`src/rtl/fetch_unit.sv`:
```
// Instruction-fetch stage: owns the PC, fetches words over a req/ack handshake,
// holds the fetched word for decode, and traps misaligned next-PC selections.
module fetch_unit #(
  parameter logic [31:0] RESET_PC  = 32'h0000_0000,
  parameter logic [31:0] NOP_INSTR = 32'h0000_0013
) (
  input  logic        clk,
  input  logic        reset,
  input  logic        stall,
  input  logic        PCSrc,
  input  logic [31:0] PCTarget,
  output logic        imem_req,
  output logic [31:0] imem_addr,
  input  logic        imem_ack,
  input  logic [31:0] imem_rdata,
  output logic [31:0] Instr,
  output logic [31:0] PC,
  output logic [31:0] PCPlus4,
  output logic        instr_valid,
  output logic        misalign_flt,
  output logic [31:0] retired_cnt
);

  typedef enum logic [1:0] {
    S_REQ   = 2'd0,
    S_VALID = 2'd1,
    S_FAULT = 2'd2
  } state_e;

  state_e      state_q, state_d;
  logic [31:0] pc_q, pc_d;
  logic [31:0] instr_q, instr_d;
  logic        flt_q, flt_d;
  logic [31:0] cnt_q, cnt_d;
  logic [31:0] pc_plus4;
  logic [31:0] next_pc;
  logic        consume;

  assign pc_plus4 = pc_q + 32'd4;
  assign next_pc  = PCSrc ? PCTarget : pc_plus4;
  assign consume  = (state_q == S_VALID) && !stall;

  always_comb begin
    state_d = state_q;
    pc_d    = pc_q;
    instr_d = instr_q;
    flt_d   = flt_q;
    cnt_d   = cnt_q;
    unique case (state_q)
      S_REQ: begin
        if (imem_ack) begin
          instr_d = imem_rdata;
          state_d = S_VALID;
        end
      end
      S_VALID: begin
        if (consume) begin
          cnt_d   = cnt_q + 32'd1;
          pc_d    = next_pc;
          instr_d = NOP_INSTR;
          if (next_pc[1:0] == 2'b00) begin
            state_d = S_REQ;
          end else begin
            flt_d   = 1'b1;
            state_d = S_FAULT;
          end
        end
      end
      S_FAULT: begin
        state_d = S_FAULT;
      end
      default: begin
        state_d = S_FAULT;
      end
    endcase
  end

  always_ff @(posedge clk) begin
    if (reset) begin
      state_q <= S_REQ;
      pc_q    <= RESET_PC;
      instr_q <= NOP_INSTR;
      flt_q   <= 1'b0;
      cnt_q   <= '0;
    end else begin
      state_q <= state_d;
      pc_q    <= pc_d;
      instr_q <= instr_d;
      flt_q   <= flt_d;
      cnt_q   <= cnt_d;
    end
  end

  // Request is masked during reset so nothing is issued in the reset cycle itself.
  assign imem_req     = (state_q == S_REQ) && !reset;
  assign imem_addr    = pc_q;
  assign Instr        = instr_q;
  assign PC           = pc_q;
  assign PCPlus4      = pc_plus4;
  assign instr_valid  = (state_q == S_VALID);
  assign misalign_flt = flt_q;
  assign retired_cnt  = cnt_q;

endmodule

```
`config.mk`:
```
export PLATFORM = sky130hd
export DESIGN_NAME = fetch_unit
export DESIGN_NICKNAME = d
export VERILOG_FILES = /design/src/rtl/fetch_unit.sv
export SDC_FILE = /design/constraint.sdc
export NUM_CORES = 1
export LEC_CHECK = 0
export CORE_AREA = 2 2 116 118
export DETAILED_ROUTE_END_ITERATION = 12
export DIE_AREA = 0 0 118 120
export GPL_ROUTABILITY_DRIVEN = 0
export PLACE_DENSITY = 0.79
export SLEW_MARGIN = 20
export SYNTH_ARGS = -nofsm -noshare
export SYNTH_HDL_FRONTEND = slang
export SYNTH_SLANG_ARGS = --single-unit
```
`constraint.sdc`:
```
create_clock -name clk -period 2.45 [get_ports clk]
set_input_delay 0.245 -clock clk [delete_from_list [all_inputs] [get_ports clk]]
set_output_delay 0.245 -clock clk [all_outputs]
set_load 0.02 [all_outputs]
```
==> reports/results.txt <==
First-pass GRT wire length - 27.82 mm
Critical path capture point type - output port
Most frequent cell after synthesis - dfxtp_1
Share of cells above drive strength 1 - 14.53%
Drt wl/cell - 16.20 um
Max Fclk - 421.7 MHz
Clk slew on worst S/H paths - 0.07 ns
Total iterations of the first detailed-routing run - 6
Initial antenna violation count - 0
GRT overflow - 0
Post-synth EDFFs - 0
Synth Area in Simple Gates - 28.91%
Register bit count reported by yosys - 99
Worst slew pin tran - 0.5980 ns
Antenna Cells - 0
Main synth FF type - dfxtp_1
Final net count - 988
Mapped Avg Cell Area - 7.866 um2
Antenna viol nets, final - 0
Synth warn - 0
Met1 Use GR - 28.59%
H-tree lvl count - 3
Worst Hold Margin - 0.2676 ns
Non-filler cells in the finished layout - 1098
Top cells by area, synth - dfxtp_1, nor2_1, buf_4
Clk_skew - 0.009182 ns
GR peak layer - met2
Via/cell ratio - 5.383
Critical path type - reg -> out
Detailed Place HPWL - 12.84 mm
Inst Count DP - 1075
# rows - 42
Routed Wire Length - 17.78 mm
Post-route clock period utilization - 96.80%
VDD IR-drop max - 0.4281 mV
Sequential area share after synthesis - 36.51%
GR Util met3 - 5.418%
Maxcap violations - 0
Final setup viols - 0
Multiplexer share of the synthesized area - 1.729%
Die span in y - 120 um
Synth Area in Compound Gates - 15.40%
Final max-slew violation count - 0
Cells after synthesis - 690
Total track usage - 24.23%
Worst EP arrival - 2.13 ns
Main combinational cell family by area after synthesis - simple AND/OR/NAND/NOR gates
CP Max Fanout - 6
CTS root buf - clkbuf_16
Area share of the leading cell type in the synthesized netlist - 36.51%
Status - finished, final reports clean
Hold buffer count at cts - 0
Clk sinks - 99
Ys async rst share - 0%
Port bufs - 231
Residual DRC count - 0
Max Buffers Root-to-Sink - 2
Largest net degree at the start of global routing - 49
Critical path's slowest cell - or3_4
Layout area overhead - 55.09%
Via count - 5910
Commonest cells in the netlist - dfxtp_1, nor2_1, nand2_1
Skew-Pair Late Insertion Delay - 0.35 ns
CP required - 2.20 ns
XOR/XNOR Fraction of Synth Area - 7.423%
Vias in the first global route - 5450
CP peak stage delay - 0.49 ns
Initial Utilization - 41.82%
Synth unique cells - 52
Type of the most critical hold path - in -> reg
Number of I/O pins - 232
Cell Area, Synth - 5428 um2
Power Dens Cells - 468.5 nW/um2
Die ar. - 14160 um2
Startpoint type of the worst setup path - register
Core Area - 12980 um2
CTS buffer count - 9
Initial DRC count - 496
CP cell instances - nand3_1 -> or3_4 -> nor4_4 -> xor2_1 -> clkdlybuf4s15_1
Synth Area in Adders - 0.4610%
Die Wd - 118 um
Grt met2 use - 42.37%
Final Hold Viols - 0
Leak - 3.178 nW
Crit path time final - 2.372 ns
Synth Net Count - 761
Synth area leader - dfxtp_1
CTS tree - built
Slew margin rel. - 60.14%
==> kinds of logic after synthesis <==
kind of cell,after synthesis
and+or+nand+nor,305
AOI/OAI and AO/OA,129
buffers and inverters,100
DFF,99
xor gates and xnor gates,46
muxes,9
adders and majority gates,2
==> cell type report <==
cell class	count	area, um2
Sequential cell	99	1991
Clock inverter	6	72.57
Timing Repair Buffer	305	2843
Multi-Input combinational cell	491	3012
Tap cell	176	220.2
Clock buffer	10	239.0
Fill cell	1118	4562
Inverter	11	41.29
==> per-stage QoR <==
step	setup TNS (ns)	instance area (um2)	util [%]	power (W)	setup slack, ns
2_1_floorplan	0	5428	-	0.002134	0.1739
3_3_place_gp	0	8011	61.72	0.002496	0.07175
5_1_grt	-0.005217	8418	64.85	0.004094	-0.004031
3_5_place_dp	-0.1216	8011	61.72	0.002505	-0.06737
4_1_cts	0	8382	64.57	0.003969	0.003310
6_report	0	8418	64.85	0.003943	0.07849
==> worst max-delay path, delay by kind of cell (launching register included) <==
kind	cells	cell delay [ns]
simple gates	3	0.94
buf+inv	1	0.32
flops	1	0.36
xor+xnor	1	0.16
==> placed cells by master (no fill, tap or decap), types with 7 or more instances in the layout <==
| cell | instances |
|---|---|
| a21oi_1 | 35 |
| a22oi_1 | 33 |
| a31oi_1 | 13 |
| and3_1 | 9 |
| buf_4 | 73 |
| clkbuf_16 | 9 |
| clkdlybuf4s50_1 | 205 |
| dfxtp_1 | 92 |
| dfxtp_2 | 7 |
| dlygate4sd2_1 | 14 |
| inv_1 | 11 |
| nand2_1 | 64 |
| nand3_1 | 33 |
| nand4_1 | 17 |
| nor2_1 | 83 |
| nor2b_1 | 8 |
| nor3_1 | 30 |
| nor4_1 | 15 |
| o21ai_0 | 21 |
| or3_1 | 7 |
| xnor2_1 | 30 |
| xor2_1 | 15 |
==> registers in the layout, indices dropped and copies added (netlist names) <==
| register | cells |
|---|---|
| Instr | 32 |
| PC | 32 |
| retired_cnt | 32 |
| state_q | 2 |
| misalign_flt | 1 |
==> where the power goes <==
part           leakage, nW  switching, W  internal (W)  total, W
Sequential           0.808     0.0000458       0.00167   0.00171
Combinational         2.22      0.000387      0.000362  0.000749
Clock                0.155      0.000649      0.000833   0.00148
Total                 3.18       0.00108       0.00286   0.00394
==> repair_timing <==
item / in CTS / in global routing
setup endpoints to repair: 23 / 16
buffers inserted: 4 / 3
resized for setup: 42 / 23
pin swaps: 4 / 3
cloned: 0 / 0
==> final timing paths <==
check,start,endpoint,slack (ns),cells after the start
setup reg to reg,retired_cnt[8],retired_cnt[24],0.28,5
hold / removal,reset,Instr[22],0.27,2
setup / recovery,PC[14],PCPlus4[24],0.08,5
hold reg to reg,misalign_flt,misalign_flt,0.48,2
==> metal layers <==
| metal | up-vias | part of all wire (%) |
|---|---|---|
| li1 | 2867 | - |
| met1 | 2733 | 41 |
| met2 | 277 | 48 |
| met3 | 33 | 7.8 |
| met4 | 0 | 2.9 |
| met5 | - | 0 |
Power figures use the tool's default switching activity.
